## src/rtl/nn_pkg.sv

```systemverilog
`default_nettype none
// ============================================================================
//  Module      : nn_pkg
//  Description : Shared types and constants for the neural-network inference
//                sequencer. It holds the state encoding, the pass-select codes
//                for ctrl_w_b_data_neuron and the layer geometry.
//  Revision    : 1.0 - initial release
// ============================================================================
package nn_pkg;

    localparam int NEURON_COUNT  = 10;
    localparam int H_NODE_NUMBER = 20;
    localparam int O_NODE_NUMBER = 10;

    localparam logic [1:0] CTRL_H1  = 2'b00;
    localparam logic [1:0] CTRL_H2  = 2'b01;
    localparam logic [1:0] CTRL_OUT = 2'b10;

    typedef enum logic [3:0] {
        ST_IDLE     = 4'd0,
        ST_H1_START = 4'd1,
        ST_H1_WAIT  = 4'd2,
        ST_H1_LOAD  = 4'd3,
        ST_H2_START = 4'd4,
        ST_H2_WAIT  = 4'd5,
        ST_H2_LOAD  = 4'd6,
        ST_O_START  = 4'd7,
        ST_O_WAIT   = 4'd8,
        ST_ARGMAX   = 4'd9,
        ST_NEXT     = 4'd10,
        ST_DONE     = 4'd11
    } state_t;

    // Pass select is a pure function of the state, so it cannot change
    // partway through a phase.
    function automatic logic [1:0] pass_ctrl(input state_t s);
        logic [1:0] c;
        c = CTRL_H1;
        case (s)
            ST_H2_START, ST_H2_WAIT, ST_H2_LOAD:         c = CTRL_H2;
            ST_O_START, ST_O_WAIT, ST_ARGMAX:            c = CTRL_OUT;
            default:                                     c = CTRL_H1;
        endcase
        return c;
    endfunction

endpackage : nn_pkg
`default_nettype wire

```

## src/rtl/nn_sequencer_if.sv

```systemverilog
`default_nettype none
// ============================================================================
//  Module      : nn_sequencer_if
//  Description : Control/status bundle between the sequencer (master) and the
//                datapath / host side (slave).
//  Signals     : start, ready[9:0], max_index[4:0], label[4:0]   -> sequencer
//                startNeurons, ctrl_w_b_data_neuron[1:0], ld_regs1, ld_regs2,
//                enMax, dataGroupNumber[10:0], busy, done, err,
//                result_valid, result_index[4:0]                 <- sequencer
//                correct_count[10:0] only with NN_ACCURACY_COUNT_EN defined
//  Revision    : 1.0 - initial release
// ============================================================================
interface nn_sequencer_if
    import nn_pkg::*;
();
    logic                    start;
    logic [NEURON_COUNT-1:0] ready;
    logic [4:0]              max_index;
    logic [4:0]              label;

    logic                    startNeurons;
    logic [1:0]              ctrl_w_b_data_neuron;
    logic                    ld_regs1;
    logic                    ld_regs2;
    logic                    enMax;
    logic [10:0]             dataGroupNumber;
    logic                    busy;
    logic                    done;
    logic                    err;
    logic                    result_valid;
    logic [4:0]              result_index;
`ifdef NN_ACCURACY_COUNT_EN
    logic [10:0]             correct_count;
`endif

    modport master (
        input  start, ready, max_index, label,
`ifdef NN_ACCURACY_COUNT_EN
        output correct_count,
`endif
        output startNeurons, ctrl_w_b_data_neuron, ld_regs1, ld_regs2, enMax,
               dataGroupNumber, busy, done, err, result_valid, result_index
    );

    modport slave (
        output start, ready, max_index, label,
`ifdef NN_ACCURACY_COUNT_EN
        input  correct_count,
`endif
        input  startNeurons, ctrl_w_b_data_neuron, ld_regs1, ld_regs2, enMax,
               dataGroupNumber, busy, done, err, result_valid, result_index
    );

endinterface : nn_sequencer_if
`default_nettype wire

```

## src/rtl/nn_sequencer_ready_watchdog.sv

```systemverilog
`default_nettype none
// ============================================================================
//  Module      : nn_ready_watchdog
//  Description : Wait-cycle counter shared by the three WAIT states. It masks
//                ready in the first wait cycle (bits may still be left over
//                from the previous pass) and flags a timeout in the wait
//                cycle numbered READY_TIMEOUT when ready is still not seen.
//  Ports       : clk, rst_n       clock, async active-low reset
//                clr_i            restart the count (START states)
//                en_i             a WAIT state is active
//                ready_i[9:0]     neuron ready bits
//                ready_ok_o       all ready, outside the masked first cycle
//                timeout_o        last allowed wait cycle without ready
//  Revision    : 1.0 - initial release
// ============================================================================
module nn_ready_watchdog
    import nn_pkg::*;
#(
    parameter int READY_TIMEOUT = 255
) (
    input  logic                    clk,
    input  logic                    rst_n,
    input  logic                    clr_i,
    input  logic                    en_i,
    input  logic [NEURON_COUNT-1:0] ready_i,
    output logic                    ready_ok_o,
    output logic                    timeout_o
);

    localparam int             CNT_W    = $clog2(READY_TIMEOUT + 1);
    localparam logic [CNT_W-1:0] LAST_CNT = CNT_W'(READY_TIMEOUT - 1);

    // Holds (wait cycle number - 1) while a WAIT state is active.
    logic [CNT_W-1:0] cnt_q, cnt_d;

    always_comb begin
        cnt_d = cnt_q;
        if (clr_i) begin
            cnt_d = '0;
        end else if (en_i && (cnt_q != LAST_CNT)) begin
            cnt_d = cnt_q + 1'b1;
        end
    end

    always_ff @(posedge clk or negedge rst_n) begin
        if (!rst_n) begin
            cnt_q <= '0;
        end else begin
            cnt_q <= cnt_d;
        end
    end

    assign ready_ok_o = en_i && (cnt_q != '0) && (&ready_i);
    assign timeout_o  = en_i && (cnt_q == LAST_CNT) && !ready_ok_o;

endmodule : nn_ready_watchdog
`default_nettype wire

```

## src/rtl/nn_sequencer.sv

```systemverilog
`default_nettype none
// ============================================================================
//  Module      : nn_sequencer
//  Description : Control FSM for the 62-20-10 inference datapath. Per sample it
//                runs hidden pass 0-9, hidden pass 10-19 and the output pass,
//                strobes ArgMax, captures the class index and moves on to the
//                next data group until SAMPLE_COUNT groups are classified.
//  Ports       : clk              rising-edge clock
//                rst_n            asynchronous active-low reset
//                bus (master)     control/status bundle, see nn_sequencer_if
//  Parameters  : SAMPLE_COUNT     data groups per run (1..2048)
//                READY_TIMEOUT    wait cycles allowed per pass
//  Option      : NN_ACCURACY_COUNT_EN adds correct_count (matches vs label)
//  Revision    : 1.0 - initial release
// ============================================================================
module nn_sequencer
    import nn_pkg::*;
#(
    parameter int SAMPLE_COUNT  = 750,
    parameter int READY_TIMEOUT = 255
) (
    input  logic           clk,
    input  logic           rst_n,
    nn_sequencer_if.master bus
);

    localparam logic [10:0] LAST_GROUP = 11'(SAMPLE_COUNT - 1);

    state_t      state_q, state_d;
    logic [10:0] group_q, group_d;
    logic        err_q, err_d;
    logic [4:0]  result_q, result_d;

    logic        wd_clr;
    logic        wd_en;
    logic        wd_ready_ok;
    logic        wd_timeout;
    logic        accept;

    nn_ready_watchdog #(
        .READY_TIMEOUT (READY_TIMEOUT)
    ) u_watchdog (
        .clk        (clk),
        .rst_n      (rst_n),
        .clr_i      (wd_clr),
        .en_i       (wd_en),
        .ready_i    (bus.ready),
        .ready_ok_o (wd_ready_ok),
        .timeout_o  (wd_timeout)
    );

    assign accept = ((state_q == ST_IDLE) || (state_q == ST_DONE)) && bus.start;

    // ------------------------------------------------------------------
    // Next-state logic
    // ------------------------------------------------------------------
    always_comb begin
        state_d = state_q;
        wd_clr  = 1'b0;
        wd_en   = 1'b0;
        case (state_q)
            ST_IDLE, ST_DONE: begin
                if (bus.start) state_d = ST_H1_START;
            end
            ST_H1_START: begin
                wd_clr  = 1'b1;
                state_d = ST_H1_WAIT;
            end
            ST_H1_WAIT: begin
                wd_en = 1'b1;
                if (wd_ready_ok)     state_d = ST_H1_LOAD;
                else if (wd_timeout) state_d = ST_DONE;
            end
            ST_H1_LOAD:  state_d = ST_H2_START;
            ST_H2_START: begin
                wd_clr  = 1'b1;
                state_d = ST_H2_WAIT;
            end
            ST_H2_WAIT: begin
                wd_en = 1'b1;
                if (wd_ready_ok)     state_d = ST_H2_LOAD;
                else if (wd_timeout) state_d = ST_DONE;
            end
            ST_H2_LOAD:  state_d = ST_O_START;
            ST_O_START: begin
                wd_clr  = 1'b1;
                state_d = ST_O_WAIT;
            end
            ST_O_WAIT: begin
                wd_en = 1'b1;
                if (wd_ready_ok)     state_d = ST_ARGMAX;
                else if (wd_timeout) state_d = ST_DONE;
            end
            ST_ARGMAX:   state_d = ST_NEXT;
            ST_NEXT: begin
                state_d = (group_q == LAST_GROUP) ? ST_DONE : ST_H1_START;
            end
            default:     state_d = ST_IDLE;
        endcase
    end

    // ------------------------------------------------------------------
    // Datapath registers next values
    // ------------------------------------------------------------------
    always_comb begin
        group_d  = group_q;
        err_d    = err_q;
        result_d = result_q;
        if (accept) begin
            group_d = '0;
            err_d   = 1'b0;
        end else begin
            if ((state_q == ST_NEXT) && (group_q != LAST_GROUP)) begin
                group_d = group_q + 11'd1;
            end
            if (wd_timeout) begin
                err_d = 1'b1;
            end
            if (state_q == ST_ARGMAX) begin
                result_d = bus.max_index;
            end
        end
    end

    always_ff @(posedge clk or negedge rst_n) begin
        if (!rst_n) begin
            state_q  <= ST_IDLE;
            group_q  <= '0;
            err_q    <= 1'b0;
            result_q <= '0;
        end else begin
            state_q  <= state_d;
            group_q  <= group_d;
            err_q    <= err_d;
            result_q <= result_d;
        end
    end

`ifdef NN_ACCURACY_COUNT_EN
    logic [10:0] correct_q, correct_d;

    always_comb begin
        correct_d = correct_q;
        if (accept) begin
            correct_d = '0;
        end else if ((state_q == ST_ARGMAX) && (bus.max_index == bus.label)
                     && (correct_q != 11'h7FF)) begin
            correct_d = correct_q + 11'd1;
        end
    end

    always_ff @(posedge clk or negedge rst_n) begin
        if (!rst_n) begin
            correct_q <= '0;
        end else begin
            correct_q <= correct_d;
        end
    end

    assign bus.correct_count = correct_q;
`else
    logic label_unused;
    assign label_unused = ^bus.label;
`endif

    // ------------------------------------------------------------------
    // Moore outputs
    // ------------------------------------------------------------------
    assign bus.startNeurons = (state_q == ST_H1_START) || (state_q == ST_H2_START)
                           || (state_q == ST_O_START);
    assign bus.ld_regs1             = (state_q == ST_H1_LOAD);
    assign bus.ld_regs2             = (state_q == ST_H2_LOAD);
    assign bus.enMax                = (state_q == ST_ARGMAX);
    assign bus.result_valid         = (state_q == ST_NEXT);
    assign bus.done                 = (state_q == ST_DONE);
    assign bus.busy                 = (state_q != ST_IDLE) && (state_q != ST_DONE);
    assign bus.ctrl_w_b_data_neuron = pass_ctrl(state_q);
    assign bus.dataGroupNumber      = group_q;
    assign bus.err                  = err_q;
    assign bus.result_index         = result_q;

endmodule : nn_sequencer
`default_nettype wire

```

## src/flat_wrapper.sv

```systemverilog
// flat-port wrapper written by rule: the top's interface ports become plain ports
module nn_sequencer_flat import nn_pkg::*;
#(
    parameter int SAMPLE_COUNT  = 750,
    parameter int READY_TIMEOUT = 255
)
  (clk, rst_n, bus_start, bus_ready, bus_max_index, bus_label, bus_startNeurons, bus_ctrl_w_b_data_neuron, bus_ld_regs1, bus_ld_regs2, bus_enMax, bus_dataGroupNumber, bus_busy, bus_done, bus_err, bus_result_valid, bus_result_index);
  nn_sequencer_if bus_i ();
  input  logic clk;
  input  logic rst_n;
  input wire logic [$bits(bus_i.start)-1:0] bus_start;
  input wire logic [$bits(bus_i.ready)-1:0] bus_ready;
  input wire logic [$bits(bus_i.max_index)-1:0] bus_max_index;
  input wire logic [$bits(bus_i.label)-1:0] bus_label;
  output wire logic [$bits(bus_i.startNeurons)-1:0] bus_startNeurons;
  output wire logic [$bits(bus_i.ctrl_w_b_data_neuron)-1:0] bus_ctrl_w_b_data_neuron;
  output wire logic [$bits(bus_i.ld_regs1)-1:0] bus_ld_regs1;
  output wire logic [$bits(bus_i.ld_regs2)-1:0] bus_ld_regs2;
  output wire logic [$bits(bus_i.enMax)-1:0] bus_enMax;
  output wire logic [$bits(bus_i.dataGroupNumber)-1:0] bus_dataGroupNumber;
  output wire logic [$bits(bus_i.busy)-1:0] bus_busy;
  output wire logic [$bits(bus_i.done)-1:0] bus_done;
  output wire logic [$bits(bus_i.err)-1:0] bus_err;
  output wire logic [$bits(bus_i.result_valid)-1:0] bus_result_valid;
  output wire logic [$bits(bus_i.result_index)-1:0] bus_result_index;
  assign bus_i.start = bus_start;
  assign bus_i.ready = bus_ready;
  assign bus_i.max_index = bus_max_index;
  assign bus_i.label = bus_label;
  assign bus_startNeurons = bus_i.startNeurons;
  assign bus_ctrl_w_b_data_neuron = bus_i.ctrl_w_b_data_neuron;
  assign bus_ld_regs1 = bus_i.ld_regs1;
  assign bus_ld_regs2 = bus_i.ld_regs2;
  assign bus_enMax = bus_i.enMax;
  assign bus_dataGroupNumber = bus_i.dataGroupNumber;
  assign bus_busy = bus_i.busy;
  assign bus_done = bus_i.done;
  assign bus_err = bus_i.err;
  assign bus_result_valid = bus_i.result_valid;
  assign bus_result_index = bus_i.result_index;
  nn_sequencer #(.SAMPLE_COUNT(SAMPLE_COUNT), .READY_TIMEOUT(READY_TIMEOUT)) u_core (.clk(clk), .rst_n(rst_n), .bus(bus_i));
endmodule
```

## config.mk

```make
export PLATFORM = sky130hd
export DESIGN_NAME = nn_sequencer_flat
export DESIGN_NICKNAME = d
export VERILOG_FILES = /design/src/rtl/nn_pkg.sv /design/src/rtl/nn_sequencer_if.sv /design/src/rtl/nn_sequencer_ready_watchdog.sv /design/src/rtl/nn_sequencer.sv /design/src/flat_wrapper.sv
export SDC_FILE = /design/constraint.sdc
export NUM_CORES = 1
export LEC_CHECK = 0
export ABC_AREA = 1
export CORE_ASPECT_RATIO = 0.7
export CORE_UTILIZATION = 46
export CTS_BUF_LIST = sky130_fd_sc_hd__clkbuf_8
export CTS_CLUSTER_DIAMETER = 200
export DETAILED_ROUTE_END_ITERATION = 7
export PLACE_DENSITY_LB_ADDON = 0.05
export SKIP_CTS_REPAIR_TIMING = 1
export SYNTH_ARGS = -nofsm -noshare
export SYNTH_HDL_FRONTEND = slang
export SYNTH_SLANG_ARGS = --single-unit
```

## constraint.sdc

```tcl
create_clock -name clk -period 1.65 [get_ports clk]
set_clock_uncertainty 0.1 [all_clocks]
set_input_delay 0.495 -clock clk [delete_from_list [all_inputs] [get_ports clk]]
set_output_delay 0.495 -clock clk [all_outputs]
set_load 0.005 [all_outputs]
```

==> results of run 1 <==
-- layout make-up --
class / instances / area [um2]
Clock buffer: 5 / 68.82
Clock inverter: 2 / 35.03
Fill cell: 235 / 621.8
Inverter: 33 / 131.4
Multi-Input combinational cell: 200 / 1295
Sequential cell: 29 / 733.2
Tap cell: 52 / 65.06
Timing Repair Buffer: 109 / 996.0
-- registers in the layout, indices dropped and copies added (netlist names) --
| register | flops |
|---|---|
| u_core.bus.err | 1 |
| u_core.state_q | 4 |
| u_core.u_watchdog.cnt_q | 8 |
| u_core.bus.result_index | 5 |
| u_core.bus.dataGroupNumber | 11 |
-- synthesized netlist by cell type, types with 2 or more instances --
cell / number
nor2_1: 31
a21oi_1: 4
inv_1: 23
nand3b_1: 4
inv_2: 10
o21ai_0: 6
nand3_1: 27
nor2_2: 4
o22ai_1: 3
nand4_1: 9
buf_2: 2
o21ai_1: 9
dfrtp_1: 29
nand2_4: 2
nand2_2: 2
xor2_1: 8
xnor2_1: 4
nor3_1: 4
nand2_1: 70
ha_1: 5
-- per-stage QoR --
stage / area [um2] / total power [W] / setup TNS (ns) / worst slack [ns] / std cells
after floorplan: 1911 / 0.001860 / 0 / 0.0003828 / 265
after global placement: 2746 / 0.002852 / -4.089 / -0.3807 / 403
after detailed placement: 2746 / 0.002893 / -4.631 / -0.4132 / 403
after CTS: 2850 / 0.003618 / -8.920 / -0.7217 / 410
after global routing: 3324 / 0.004659 / -6.174 / -0.4120 / 430
final: 3324 / 0.004431 / -4.274 / -0.3621 / 430
-- final timing paths --
check | slack (ns) | cells past startpoint | end
setup / recovery | -0.36 | 6 | bus_busy
hold / removal | 0.37 | 2 | u_core.bus.result_index[3]
setup reg to reg | -0.24 | 10 | u_core.bus.dataGroupNumber[3]
hold reg to reg | 0.37 | 2 | u_core.bus.result_index[3]
max in group asynchronous | 0.78 | 2 | u_core.bus.dataGroupNumber[6]
min in group asynchronous | 0.47 | 2 | u_core.u_watchdog.cnt_q[4]
-- per-layer routing --
metal,vias to the layer above,share of wire [%],global-route usage (%)
met1,1120,43,40.34
met3,15,8.3,5.574
li1,1082,-,-
met5,-,0,0
met2,128,47,35.96
met4,0,1.5,6.753
-- kinds of logic after synthesis --
family | count (synthesis) | synth area share, %
fa+ha+maj | 5 | 3.274
simple gates | 158 | 38.44
xor+xnor | 12 | 5.501
buf+inv | 36 | 7.400
flops | 29 | 37.98
compound gates | 25 | 7.400
-- power groups by stage --
stage	clock network (W)	logic, W	registers [W]
after detailed placement	0	0.00195	0.000946
final	0.000714	0.00274	0.000973
after CTS	0.000723	0.00196	0.000936
after floorplan	0	0.000889	0.000971
after global placement	0	0.00191	0.000940
after global routing	0.000751	0.00292	0.000986
-- critical path: stages (launching register included) --
cell      delay (ns)
dfrtp_2         0.47
nor2_2          0.15
inv_2           0.08
buf_4           0.14
o22ai_4         0.13
inv_2           0.06
clkbuf_2        0.11
==> flow_metrics.py, run 1 <==
metrics = {
    "synthesis": {
        "syn-mean-instance-area_um2": 7.210,
        "synth.distinct_cells": 29,
        "yosysTopAreaCell": "dfrtp_1",
        "netlist_area_um2": 1911,
        "synth-edff-count": 0,
        "syn_inst": 265,
        "netlist_top_cells_area": "dfrtp_1, nand2_1, nand3_1, nor2_1, inv_1",
        "yosysWarnings": 0,
        "synth_top_area_share_pct": 37.98,
        "postSynth.asyncResetShare_pct": 100.0,
        "ys_seq_area_share_pct": 37.98,
        "ys.flop_type": "dfrtp_1",
        "synth_fp_nets": 293,
        "yosys_register_bits": 29,
    },
    "power": {
        "p_int_w": 0.002554,
        "power_frac_seq_pct": 22.0,
        "peakVddDrop_v": 0.0009166,
        "comb_power_share_pct": 61.9,
        "power.density_nw_per_um2": 1333,
        "switching_share_pct": 42.36,
        "power_leakage_nw": 1.843,
        "clkPwrFrac_pct": 16.1,
        "switchingPower_w": 0.001877,
    },
    "place": {
        "gp_congestion": 0.8676,
        "port_buffers": 43,
        "dp_hpwl_um": 4013,
    },
    "grt": {
        "grt_first_pass_wirelength_um": 8735,
        "grt_pass1_vias": 1901,
        "grt_max_degree": 30,
        "grt_usage_pct": 25.92,
        "antenna_found_initial": 0,
        "gr-total-overflow": 0,
    },
    "cells_and_area": {
        "utilization_pct": 84.24,
        "drive_gt1_share_pct": 40.48,
        "final_cell_mix": "nand2_1, buf_4, nand3_1",
        "final_common_cell": "nand2_1",
        "nets": 406,
        "diodes": 0,
        "syn_to_final_growth_pct": 74.00,
    },
    "floorplan": {
        "core_area_um2": 3946,
        "std_cell_rows": 19,
        "start_util_pct": 48.41,
        "die_height_um": 55.92,
        "die_w_um": 79.03,
        "ios": 49,
        "die_area_um2": 4419,
    },
    "status": {
        "violations": "setup timing",
        "status": "finished, violations left",
    },
    "timing": {
        "setup_viol": 25,
        "slew_violations": 0,
        "tightest_slew_ns": 0.3945,
        "min_period_ns": 2.012,
        "slew_headroom_pct": 73.50,
        "holdWs_ns": 0.3695,
        "fmax_mhz": 497.0,
        "rsz0062_at_grt": "yes",
        "finalHoldViolations": 0,
        "fin_crit_sh_pct": 121.9,
        "worst_slack_ns": -0.3621,
    },
    "detailed_routing": {
        "drc": 0,
        "routedWlPerCell_um": 15.98,
        "drt-initial-drc-count": 168,
        "ant_nets": 0,
        "firstDrtPassIters": 5,
        "via_per_inst": 5.453,
        "wl_um": 6872,
        "dr_total_vias": 2345,
    },
    "critical_path": {
        "cp-start-kind": "flop",
        "startpoint": "u_core.state_q[1]",
        "end_kind": "output port",
        "required_ns": 1.05,
        "critical_path_class": "reg -> out",
        "timing.rr.start": "u_core.state_q[1]",
        "cp_data_arrival_time_ns": 1.42,
        "critPathMaxFanout": 4,
    },
    "clocking": {
        "cts-buffers-inserted": 5,
        "root_buffer": "clkbuf_8",
        "cts_tree": "done",
        "clockBufferDepth": 2,
        "path_clk_slew_ns": 0.07,
        "htree_num_levels": 2,
        "cts_num_sinks": 29,
        "clk_latency_ns": 0.28,
    },
    "hold_path": {
        "min_from": "u_core.bus.result_index[3]",
        "hp-class": "reg -> reg",
    },
    "run": {
        "cap_viol_max_count": 0,
    },
}
No activity file was read; power rests on OpenSTA's default activity.
==> run 2, diff against run 1 <==
--- a/config.mk
+++ b/config.mk
@@ -7,12 +7,12 @@
 export LEC_CHECK = 0
 export ABC_AREA = 1
 export CORE_ASPECT_RATIO = 0.7
-export CORE_UTILIZATION = 46
+export CORE_UTILIZATION = 51
 export CTS_BUF_LIST = sky130_fd_sc_hd__clkbuf_8
 export CTS_CLUSTER_DIAMETER = 200
 export DETAILED_ROUTE_END_ITERATION = 7
 export PLACE_DENSITY_LB_ADDON = 0.05
-export SKIP_CTS_REPAIR_TIMING = 1
+export REMOVE_ABC_BUFFERS = 1
 export SYNTH_ARGS = -nofsm -noshare
 export SYNTH_HDL_FRONTEND = slang
 export SYNTH_SLANG_ARGS = --single-unit
==> constraint.sdc (replaced) <==
create_clock -name clk -period 2.1 [get_ports clk]
set_clock_uncertainty 0.1 [all_clocks]
set_input_delay 0.63 -clock clk [delete_from_list [all_inputs] [get_ports clk]]
set_output_delay 0.63 -clock clk [all_outputs]
set_load 0.005 [all_outputs]
==> flow_metrics.py, run 2 (synthesized netlist as in run 1, its figures left out) <==
metrics = {
    "place": {
        "dp_hpwl_um": 3644,
        "gp_congestion": 0.8740,
        "port_buffers": 43,
    },
    "run": {
        "cap_viol_max_count": 0,
    },
    "critical_path": {
        "end_kind": "output port",
        "critical_path_class": "reg -> out",
        "crit_cells": 6,
        "reg2reg_depth": 10,
        "cp_common_cell": "nor2_4",
        "cpLargestDelayFamily": "flip-flops",
        "slowest_delay_ns": 0.47,
        "crit_slowest_cell": "dfrtp_2",
        "cp-start-kind": "flop",
        "critPathMaxFanout": 4,
        "path_cells": "buf_6, nor2_4, inv_4, buf_12, nor2_4, clkbuf_2",
        "required_ns": 1.37,
        "cp_data_arrival_time_ns": 1.42,
        "path_buf_inv": 4,
    },
    "cells_and_area": {
        "fillers": 261,
        "drive_gt1_share_pct": 23.98,
        "largest_reg_flops": 11,
        "syn_to_final_growth_pct": 46.76,
        "nets": 370,
        "final_common_cell": "nand2_1",
        "multi_input_area_um2": 1151,
        "regArea_um2": 728.2,
        "diodes": 0,
        "final_cell_mix": "nand2_1, clkdlybuf4s50_1, nand3_1, dfrtp_1",
    },
    "timing": {
        "setup_viol": 3,
        "tns_ns": -0.1072,
        "slew_violations": 0,
        "min_period_ns": 2.153,
        "holdWs_ns": 0.3860,
        "slew_headroom_pct": 74.86,
        "fin_crit_sh_pct": 102.5,
        "rsz0062_at_grt": "yes",
        "worst_slack_ns": -0.05272,
        "finalHoldViolations": 0,
        "tightest_slew_ns": 0.3771,
        "fmax_mhz": 464.5,
    },
    "grt": {
        "grt_usage_pct": 29.13,
        "grt_max_degree": 30,
        "antenna_found_initial": 0,
        "grt_first_pass_wirelength_um": 8300,
        "gr-total-overflow": 0,
        "grt_pass1_vias": 1798,
    },
    "power": {
        "peakVddDrop_v": 0.0007057,
        "power.density_nw_per_um2": 1075,
        "power_leakage_nw": 1.311,
    },
    "status": {
        "status": "finished, violations left",
        "violations": "setup timing",
    },
    "detailed_routing": {
        "dr_total_vias": 2101,
        "wl_um": 5641,
        "drc": 0,
        "ant_nets": 0,
        "firstDrtPassIters": 5,
        "routedWlPerCell_um": 14.39,
        "via_per_inst": 5.360,
        "drt-initial-drc-count": 180,
    },
    "clocking": {
        "clk_latency_ns": 0.29,
        "cts_tree": "done",
        "clockBufferDepth": 2,
        "cts-buffers-inserted": 5,
        "htree_num_levels": 2,
        "root_buffer": "clkbuf_8",
        "cts_num_sinks": 29,
        "path_clk_slew_ns": 0.07,
        "cts_hold_buf": 0,
    },
    "floorplan": {
        "die_w_um": 75.16,
        "std_cell_rows": 18,
        "die_area_um2": 3999,
        "ios": 49,
        "core_area_um2": 3558,
        "start_util_pct": 53.69,
        "die_height_um": 53.21,
    },
    "hold_path": {
        "hp-class": "reg -> reg",
        "whs_path_depth": 2,
    },
}
## run 2: changes by cell type in the layout (fill, tap and decap cells not counted), moves of 4 or more
cell | before | now
dfrtp_2 | 6 | 2
buf_4 | 56 | 23
nor2_1 | 16 | 23
clkbuf_2 | 8 | 3
dfrtp_1 | 23 | 27
dlymetal6s2s_1 | 24 | 0
clkdlybuf4s50_1 | 10 | 34
nand2_1 | 58 | 68
buf_2 | 1 | 5
nor2_2 | 7 | 3
nand2_2 | 9 | 1
## run 2: layout make-up
class                   count  share of cell area (%)
clock buffers               6                   2.945
clock inverters             1                  0.1339
inverters                  33                   4.507
multi-input cells         200                   41.05
flip-flops and latches     29                   25.97
well taps                  50                   2.231
repair buffers             73                   23.16
## run 2: repair_timing
item	CTS	global route
buffers inserted	4	5
hold endpoints to repair	0	0
pin swaps	3	3
gates resized for setup	51	14
endpoints found under the setup margin	9	8
## run 2: worst register-to-register path, stage by stage, from the launching register on
cell	delay, ns
dfrtp_1	0.39
buf_4	0.14
buf_6	0.13
nor2_1	0.18
nand2_1	0.18
nand3_2	0.22
nand3b_1	0.12
nand3_1	0.13
nand2_1	0.08
nand2_1	0.07
nand3_1	0.07
## run 2: final timing paths
path                                       startpoint                          to  slack, ns
setup / recovery                    u_core.state_q[1]                   bus_enMax      -0.05
min in group asynchronous                       rst_n           u_core.state_q[0]       0.62
hold reg to reg            u_core.bus.result_index[2]  u_core.bus.result_index[2]       0.39
setup reg to reg                    u_core.state_q[3]           u_core.state_q[3]       0.18
max in group asynchronous                       rst_n           u_core.state_q[1]       0.98
hold / removal             u_core.bus.result_index[2]  u_core.bus.result_index[2]       0.39
## run 2: metrics by stage
stage	cells	cell area, um2	utilization, %	worst slack (ns)	total power, W
floorplan	262	1893	-	0.3154	0.001453
global placement	376	2544	71.48	-0.09795	0.002091
detailed placement	376	2544	71.48	-0.09304	0.002111
CTS	387	2766	77.74	-0.1374	0.002785
global route	392	2804	78.80	-0.06957	0.003181
finish	392	2804	78.80	-0.05272	0.003016
## run 2: report_power, final
part	switching (W)	total (W)	internal [W]
sequential	0.000113	0.000777	0.000664
clock	0.000219	0.000474	0.000255
combinational	0.000960	0.00176	0.000805
total	0.00129	0.00302	0.00172
## run 2: routing by layer
layer  track usage (%)  wire length [um]  vias up
met4             10.49                97        0
met2             42.94              2487       94
met3             8.381               451       13
li1                  -                 -     1017
met5                 0                 0        -
met1             40.50              2606      977
